### src/rtl/life_pkg.sv
// ---------------------------------------------------------------------------
// life_pkg
// Shared definitions for the Game-of-Life command sequencer.
//   CMD_NOP / CMD_STEP / CMD_WRITE : encodings of the 2-bit pe_array command
//   ctrl_state_t                   : sequencer FSM state
// ---------------------------------------------------------------------------
package life_pkg;

    localparam logic [1:0] CMD_NOP   = 2'b00;
    localparam logic [1:0] CMD_STEP  = 2'b01;
    localparam logic [1:0] CMD_WRITE = 2'b11;

    typedef enum logic [2:0] {
        IDLE,
        WAIT_VBL,
        STEP,
        WRITE,
        GUARD
    } ctrl_state_t;

endpackage

### src/rtl/life_ctrl_btn_cond.sv
// ---------------------------------------------------------------------------
// btn_cond
// Conditions one raw board button into a single-cycle request pulse:
// 2-FF synchroniser, optional debouncer, rising-edge detect.
// Optional feature macro: LIFE_CTRL_DEBOUNCE_EN (enables the debouncer).
// Ports:
//   clk    in  system clock
//   reset  in  synchronous active-high reset
//   btn    in  raw asynchronous button level
//   pulse  out one-cycle pulse per rising edge, 3 cycles after the raw edge
//              (plus DEBOUNCE_CYCLES when the debouncer is enabled)
// ---------------------------------------------------------------------------
module btn_cond #(
    parameter int DEBOUNCE_CYCLES = 1000000
) (
    input  logic clk,
    input  logic reset,
    input  logic btn,
    output logic pulse
);

    logic sync1;
    logic sync2;
    logic level;
    logic level_prev;

    // Two-stage synchroniser for the asynchronous button input
    always_ff @(posedge clk) begin
        if (reset) begin
            sync1 <= 1'b0;
            sync2 <= 1'b0;
        end else begin
            sync1 <= btn;
            sync2 <= sync1;
        end
    end

`ifdef LIFE_CTRL_DEBOUNCE_EN
    localparam int CNT_BITS = $clog2(DEBOUNCE_CYCLES + 1);

    logic [CNT_BITS-1:0] stable_cnt;

    // A new level is accepted only once it has persisted for
    // DEBOUNCE_CYCLES consecutive cycles; any bounce restarts the count.
    always_ff @(posedge clk) begin
        if (reset) begin
            level      <= 1'b0;
            stable_cnt <= '0;
        end else if (sync2 == level) begin
            stable_cnt <= '0;
        end else if (stable_cnt == CNT_BITS'(DEBOUNCE_CYCLES - 1)) begin
            level      <= sync2;
            stable_cnt <= '0;
        end else begin
            stable_cnt <= stable_cnt + 1'b1;
        end
    end
`else
    assign level = sync2;
`endif

    // Registered rising-edge detect: holding the button never repeats
    always_ff @(posedge clk) begin
        if (reset) begin
            level_prev <= 1'b0;
            pulse      <= 1'b0;
        end else begin
            level_prev <= level;
            pulse      <= level & ~level_prev;
        end
    end

endmodule

### src/rtl/life_ctrl.sv
// ---------------------------------------------------------------------------
// life_ctrl
// Command sequencer for the PE array. Turns step/run/write buttons into
// single-cycle cmd pulses, aligns generation steps to the start of vertical
// blanking, offers a free-running run mode and counts generations.
// Optional feature macro: LIFE_CTRL_DEBOUNCE_EN (button debouncers).
// Ports:
//   clk, reset            clock, synchronous active-high reset
//   step_btn, run_btn,
//   write_btn             raw board buttons
//   wr_x, wr_y, wr_val    write address/data from switches
//   vblank                vertical blanking level from the VGA driver
//   cmd                   pe_array command (00 NOP, 01 STEP, 11 WRITE)
//   adr_x, adr_y,
//   state_wr              captured write address/data to the array
//   busy                  FSM not IDLE
//   running               run mode active
//   gen_count             generations issued
// ---------------------------------------------------------------------------
module life_ctrl
    import life_pkg::*;
#(
    parameter int X_BITS          = 4,
    parameter int Y_BITS          = 4,
    parameter int GEN_FRAMES      = 30,
    parameter int GUARD_CYCLES    = 2,
    parameter int DEBOUNCE_CYCLES = 1000000,
    parameter int GEN_BITS        = 16
) (
    input  logic                clk,
    input  logic                reset,
    input  logic                step_btn,
    input  logic                run_btn,
    input  logic                write_btn,
    input  logic [X_BITS-1:0]   wr_x,
    input  logic [Y_BITS-1:0]   wr_y,
    input  logic                wr_val,
    input  logic                vblank,
    output logic [1:0]          cmd,
    output logic [X_BITS-1:0]   adr_x,
    output logic [Y_BITS-1:0]   adr_y,
    output logic                state_wr,
    output logic                busy,
    output logic                running,
    output logic [GEN_BITS-1:0] gen_count
);

    localparam int FC_BITS = 16;

    ctrl_state_t        state;
    ctrl_state_t        state_next;
    logic               step_req;
    logic               run_req;
    logic               write_req;
    logic               vbl_d1;
    logic               vbl_d2;
    logic               vbl_rise;
    logic [FC_BITS-1:0] frame_cnt;
    logic [FC_BITS-1:0] frame_next;
    logic               frame_tick;
    logic               step_pend;
    logic               wr_pend;
    logic [7:0]         guard_cnt;

    btn_cond #(.DEBOUNCE_CYCLES(DEBOUNCE_CYCLES)) u_step_cond (
        .clk(clk), .reset(reset), .btn(step_btn), .pulse(step_req)
    );

    btn_cond #(.DEBOUNCE_CYCLES(DEBOUNCE_CYCLES)) u_run_cond (
        .clk(clk), .reset(reset), .btn(run_btn), .pulse(run_req)
    );

    btn_cond #(.DEBOUNCE_CYCLES(DEBOUNCE_CYCLES)) u_write_cond (
        .clk(clk), .reset(reset), .btn(write_btn), .pulse(write_req)
    );

    // vblank edge is seen one cycle after it rises
    assign vbl_rise = vbl_d1 & ~vbl_d2;

    // Frame counter cycles 0..GEN_FRAMES-1; the tick fires on the edge that
    // moves it onto GEN_FRAMES-1, so ticks come exactly GEN_FRAMES frames apart
    always_comb begin
        frame_next = (frame_cnt == FC_BITS'(GEN_FRAMES - 1)) ? '0 : frame_cnt + 1'b1;
        frame_tick = running & vbl_rise & (frame_next == FC_BITS'(GEN_FRAMES - 1));
    end

    // Request capture: a new request wins over the clear in the same cycle
    always_ff @(posedge clk) begin
        if (reset) begin
            vbl_d1    <= 1'b0;
            vbl_d2    <= 1'b0;
            running   <= 1'b0;
            frame_cnt <= '0;
            step_pend <= 1'b0;
            wr_pend   <= 1'b0;
            adr_x     <= '0;
            adr_y     <= '0;
            state_wr  <= 1'b0;
        end else begin
            vbl_d1 <= vblank;
            vbl_d2 <= vbl_d1;

            if (run_req) begin
                running <= ~running;
            end

            if (run_req && running) begin
                frame_cnt <= '0;
            end else if (running && vbl_rise) begin
                frame_cnt <= frame_next;
            end

            if (step_req || frame_tick) begin
                step_pend <= 1'b1;
            end else if (state == STEP) begin
                step_pend <= 1'b0;
            end

            if (write_req) begin
                wr_pend  <= 1'b1;
                adr_x    <= wr_x;
                adr_y    <= wr_y;
                state_wr <= wr_val;
            end else if (state == WRITE) begin
                wr_pend <= 1'b0;
            end
        end
    end

    // FSM state register, guard timer, registered status outputs
    always_ff @(posedge clk) begin
        if (reset) begin
            state     <= IDLE;
            guard_cnt <= '0;
            busy      <= 1'b0;
            gen_count <= '0;
        end else begin
            state     <= state_next;
            busy      <= (state_next != IDLE);
            guard_cnt <= (state == GUARD) ? guard_cnt + 1'b1 : 8'd0;
            if (state == STEP) begin
                gen_count <= gen_count + 1'b1;
            end
        end
    end

    // Next-state and command decode; write requests always take priority
    always_comb begin
        state_next = state;
        cmd        = CMD_NOP;
        case (state)
            IDLE: begin
                if (wr_pend) begin
                    state_next = WRITE;
                end else if (step_pend) begin
                    state_next = WAIT_VBL;
                end
            end
            WAIT_VBL: begin
                if (wr_pend) begin
                    state_next = WRITE;
                end else if (vbl_rise) begin
                    state_next = STEP;
                end
            end
            STEP: begin
                cmd        = CMD_STEP;
                state_next = (GUARD_CYCLES == 0) ? IDLE : GUARD;
            end
            WRITE: begin
                cmd        = CMD_WRITE;
                state_next = (GUARD_CYCLES == 0) ? IDLE : GUARD;
            end
            GUARD: begin
                if (guard_cnt == 8'(GUARD_CYCLES - 1)) begin
                    state_next = IDLE;
                end
            end
            default: state_next = IDLE;
        endcase
    end

endmodule

### config.mk
export PLATFORM = sky130hd
export DESIGN_NAME = life_ctrl
export DESIGN_NICKNAME = d
export VERILOG_FILES = /design/src/rtl/life_pkg.sv /design/src/rtl/life_ctrl_btn_cond.sv /design/src/rtl/life_ctrl.sv
export SDC_FILE = /design/constraint.sdc
export NUM_CORES = 1
export LEC_CHECK = 0
export BUFFER_PORTS_ARGS = -buffer_cell sky130_fd_sc_hd__buf_2
export CORE_MARGIN = 2
export CORE_UTILIZATION = 51
export DETAILED_ROUTE_END_ITERATION = 10
export PLACE_DENSITY = 0.75
export SYNTH_ARGS = -nofsm -noshare
export SYNTH_HDL_FRONTEND = slang
export SYNTH_SLANG_ARGS = --single-unit
### constraint.sdc
create_clock -name clk -period 1.8 [get_ports clk]
set_input_delay 0.18 -clock clk [delete_from_list [all_inputs] [get_ports clk]]
set_output_delay 0.18 -clock clk [all_outputs]
set_load 0.01 [all_outputs]
# Word level (Yosys, flattened, before mapping)
# Index checks and enable logic that the tools add are counted.
[totals] reg_bits=70 input_bits=15 elab_cells=69
[op_classes] add_sub_neg=3 n_eq_ne=7 muxes=12 bitwise=12 n_reduce_logical=10
[op_table] op="$add 16x1->16 const B" n=2
[op_table] op="$eq 16x5->1 const B" n=2
[op_table] op="$mux 16" n=1
[op_table] op="$mux 3" n=5
[op_table] op="$pmux 3 s4" n=1
[op_table] op="$add 8x1->8 const B" n=1
[op_table] op="$eq 8x1->1 const B" n=1
[op_table] op="$and 1x1->1" n=6
[op_table] op="$eq 3x2->1 const B" n=2
[op_table] op="$not 1->1" n=6
[op_table] op="$reduce_or 2->1" n=3
[op_table] op="$mux 1" n=4
[op_table] op="$pmux 2 s2" n=1
[op_table] op="$reduce_bool 2->1" n=2
[op_table] op="$eq 3x1->1 const B" n=1
[op_table] op="$eq 3x3->1 const B" n=1
[op_table] op="$logic_not 3->1" n=1
[op_table] op="$reduce_bool 3->1" n=1
[op_table] op="$logic_and 1x1->1" n=2
[op_table] op="$logic_or 1x1->1" n=1

# Logic depth before layout (Yosys ltp)
[logic_depth] word_depth=6 ltp_mapped=8 ltp_nobuf=7

# Cells and area by module
# Synthesis repeated with hierarchy kept, for this count alone.
[hier_totals] hier_cells=341 area_unflattened_um2=3136.8
[modules_own_cells] module="life_ctrl" instances=1 cells_each=317 area_per_inst_um2=2802.7 seq_area_each_um2=1161.1
[modules_own_cells] module="btn_cond" instances=3 cells_each=8 area_per_inst_um2=111.4 seq_area_each_um2=80.1

# Worst setup path after synthesis
# No wires, ideal clock.
[synth_path] path_kind="register -> register" startpoint="register frame_cnt[0]" endpoint="register frame_cnt[14]" arrival_time_ns=1.617 required_ns=1.730 slack_ns=0.113 stages_incl_launch_ff=7 synth_period_minus_slack_ns=1.687 path_cell_list="dfxtp_1 > ha_1 > nand3_1 > nor2_1 > nand3_1 > or3_1 > a21oi_1"
[synth_via] elab_chain_len=2 word_cells_on_any_way=3
[synth_lines] element="start: declaration" line_no="life_ctrl.sv:58" rtl="logic [FC_BITS-1:0] frame_cnt;"
[synth_lines] element="start signal: assignment" line_no="life_ctrl.sv:110" rtl="frame_cnt <= frame_next;"
[synth_lines] element="$add 16x1->16 / $eq 16x5->1 (equally long branches)" line_no="life_ctrl.sv:83" rtl="frame_next = (frame_cnt == FC_BITS'(GEN_FRAMES - 1)) ? '0 : frame_cnt + 1'b1;"
[synth_lines] element="$mux 16 (*)" line_no="life_ctrl.sv:83"
# Every way passes the cells marked *; elsewhere a longest branch is shown, timed or not.
# A chain may end at the register's enable or synchronous reset.

# Final worst setup path
[layout_path] startpoint="register frame_cnt[0]" endpoint="register step_pend"
[layout_via] elab_chain_len=6 word_cells_on_any_way=8
[layout_lines] element="$add 16x1->16 / $eq 16x5->1 (equally long branches)" line_no="life_ctrl.sv:83"
[layout_lines] element="$mux 16 (*)" line_no="life_ctrl.sv:83"
[layout_lines] element="$eq 16x5->1 (*)" line_no="life_ctrl.sv:84" rtl="frame_tick = running & vbl_rise & (frame_next == FC_BITS'(GEN_FRAMES - 1));"
[layout_lines] element="$and 1x1->1 (*)" line_no="life_ctrl.sv:84"
[layout_lines] element="$logic_or 1x1->1 (*)" line_no="life_ctrl.sv:113" rtl="if (step_req || frame_tick) begin"
[layout_lines] element="$mux 1 / $reduce_bool 2->1 (equally long branches)"
[layout_lines] element="end signal: assignment" line_no="life_ctrl.sv:94" rtl="step_pend <= 1'b0;"
[layout_lines] element="end signal: assignment" line_no="life_ctrl.sv:114" rtl="step_pend <= 1'b1;"
[layout_lines] element="end signal: assignment" line_no="life_ctrl.sv:116" rtl="step_pend <= 1'b0;"
[layout_lines] element="end: declaration" line_no="life_ctrl.sv:61" rtl="logic step_pend;"
# Marks and branches as above.

==> out/metrics.cfg <==
[outcome]
status=finished, final reports clean

[worst_setup_path]
cp.arrival_ns=2.04
rrSetupSlack_ns=0.03
critPathLaunch=frame_cnt[0]
r2r-start=frame_cnt[0]
critical_path.max_fanout=8
cp-end-kind=flip-flop
critical_path_class=flip-flop to flip-flop
startpoint_type=flip-flop
required_ns=2.08

[clocking]
post_cts_buffers=0
cts_buffers=9
clk_pin_slew_ns=0.08
cts_buffer_depth=2
cts_root_buffer=clkbuf_8
cts_sinks=70
htree_levels=3
cts_tree=built
clk_latency_ns=0.33
cts_hold_buf=0

[placement]
gp_congestion=0.9649
place.port_buffers=43
dp_hpwl_um=4238

[synth]
synth_warnings=0
synthMuxAreaShare_pct=3.280
synth_commonest_cells=dfxtp_1 (70), nor2_1 (52), nor2b_1 (17)
synth-simple-area-share_pct=28.66
netlist_area_um2=3052
yosys.area.top_type=dfxtp_1
avgSynthCellArea_um2=9.002
synth-edff-count=0
ys_seq_area_share_pct=45.92
synth_nets=359
synth_top_area_share_pct=45.92
synthTopCellsByArea=dfxtp_1 (46%), nor2_1 (6.4%), xnor2_1 (4.3%)
synthFlopType=dfxtp_1
synth_adder_area_share_pct=2.050
synth_top_family_by_area=simple AND/OR/NAND/NOR gates
synthArstFlopShare_pct=0
synth.most_common_cell=dfxtp_1
yosysUniqueCellTypes=40
synth_xor_area_share_pct=8.610
postSynthCellCount=339
synth-compound-area-share_pct=8.159
ys_ff_latch=70

[grt]
grt_max_degree=26
grt_pass1_vias=2352
overflow=0
grt_pass1_wl_um=10210
grt_util_all_layers_pct=19.86
antenna_found_initial=0

[pwr]
seqPwrFrac_pct=50.6
p_sw_share_pct=20.12
clkPwrFrac_pct=46.1
peakVddDrop_v=0.0006003
switching_power_uw=633.4
combPwrFrac_pct=3.2
power_leakage_nw=1.437
p_int_mw=2.515
power_density_nw_per_um2=854.1

[sta]
tightest_slew_ns=0.5575
hold_viol=0
fin_skew_ns=0.007784
max_slew_margin_pct=62.78
fin_hold_ws_ns=0.06702
finalCriticalPeriod_ns=1.765
setup_viol=0
slew_viol_final=0
fmax_mhz=566.5
fin_crit_sh_pct=98.07

[floorplan]
die_y_um=81.36
io_pins=44
core_um2=5851
start_util_pct=52.16
num_rows=28
die_area_um2=6619
fp.dieW_um=81.36

[detailed_routing]
num_vias=2563
wl_um=6351
drtIter0Drc=144
wl_per_cell_um=13.48
vias_per_cell=5.442
route.detailed.drc=0
drtAntennaViolNets=0
firstDrtPassIters=4

[finish]
area_delta_synth_final_pct=20.79
multi_input_area_um2=1590
regArea_um2=1406
postLayoutCoreUtil_pct=63.00
drive_above_1_share_pct=24.24
fillers=468
nets=411
diodes=0

[job]
max-cap-violations=0

[hold_path]
hold_path_class=primary input to flip-flop
hold_start=run_btn

[placed cells by master, fill, tap and decap left out, drive strengths merged, types with 2 or more instances in the layout]
cell type	instances
dfxtp	70
buf	59
nor2	52
nor2b	17
nand2	15
xnor2	15
xor2	15
a21oi	14
nand4	14
or3	13
clkbuf	13
nand3	13
o21ai	12
mux2i	10
nor4	10
inv	7
and3	7
nor3	6
a31oi	5
ha	5
nand3b	3
a22oi	2
a311oi	2
a31o	2
bufinv	2
nor3b	2
and4	2
nand2b	2
[repair_timing]
| item | 4_1_cts | 5_1_grt |
|---|---|---|
| endpoints found under the setup margin | 5 | 10 |
| gates resized for setup | 3 | 9 |
| pin swaps | 0 | 1 |
[final timing paths]
path	endpoint	cells past startpoint
worst min-delay path	u_run_cond.sync1	2
worst max register to register	step_pend	7
worst max-delay path	step_pend	7
worst min register to register	u_run_cond.pulse	1
[per-stage QoR]
| stage | setup TNS (ns) | setup WS [ns] | instances | cell area [um^2] | total power, mW |
|---|---|---|---|---|---|
| 4_1_cts | 0 | 0.03770 | 471 | 3647 | 3.172 |
| 2_1_floorplan | 0 | 0.1134 | 339 | 3052 | 1.689 |
| 3_3_place_gp | 0 | 0.04776 | 455 | 3406 | 1.728 |
| 5_1_grt | -0.01105 | -0.01105 | 471 | 3686 | 3.255 |
| 6_report | 0 | 0.03480 | 471 | 3686 | 3.148 |
| 3_5_place_dp | -0.02703 | -0.01794 | 455 | 3406 | 1.732 |
[logic make-up (layout without fill, tap and decap cells)]
group	count (synthesis)	after routing
simple gates	158	158
flops	70	70
compound gates	41	41
xor+xnor	30	30
buf+inv	25	82
mux	10	10
fa+ha+maj	5	5
[per-layer routing]
| layer | up-vias | routed length, um | share of wire [%] | GRT usage [%] |
|---|---|---|---|---|
| met5 | - | 0 | 0 | 0 |
| met3 | 9 | 403 | 6.3 | 4.778 |
| met4 | 0 | 91 | 1.4 | 9.831 |
| met2 | 75 | 2986 | 47 | 32.21 |
| met1 | 1199 | 2870 | 45 | 24.58 |
| li1 | 1280 | - | - | - |
[state kept, by name, indices dropped and copies added, names as in the netlist, 3 cells and up]
register   flops
gen_count     16
frame_cnt     16
adr_x          4
state          3
guard_cnt      8
adr_y          4
[power by group through the flow]
| stage | Clock, mW | Combinational [mW] | Sequential [mW] |
|---|---|---|---|
| 5_1_grt | 1.54 | 0.114 | 1.60 |
| 2_1_floorplan | 0 | 0.0604 | 1.63 |
| 3_3_place_gp | 0 | 0.0993 | 1.63 |
| 6_report | 1.45 | 0.102 | 1.59 |
| 3_5_place_dp | 0 | 0.102 | 1.63 |
| 4_1_cts | 1.47 | 0.103 | 1.59 |
[worst max-delay path: stages (launching register included)]
cell,delay [ns]
dfxtp_2,0.36
ha_1,0.24
nand3_2,0.15
nor2_1,0.08
buf_4,0.16
a2111o_1,0.39
a22oi_1,0.16
a31o_2,0.17
[area by class of cell]
class	instances	share of cell area (%)
Timing Repair Buffer	59	9.097
Inverter	7	0.7128
Clock inverter	3	1.765
Clock buffer	13	4.582
Multi-Input combinational cell	244	43.14
Tap cell	75	2.546
Sequential cell	70	38.15
No activity file was read; power rests on OpenSTA's default activity.
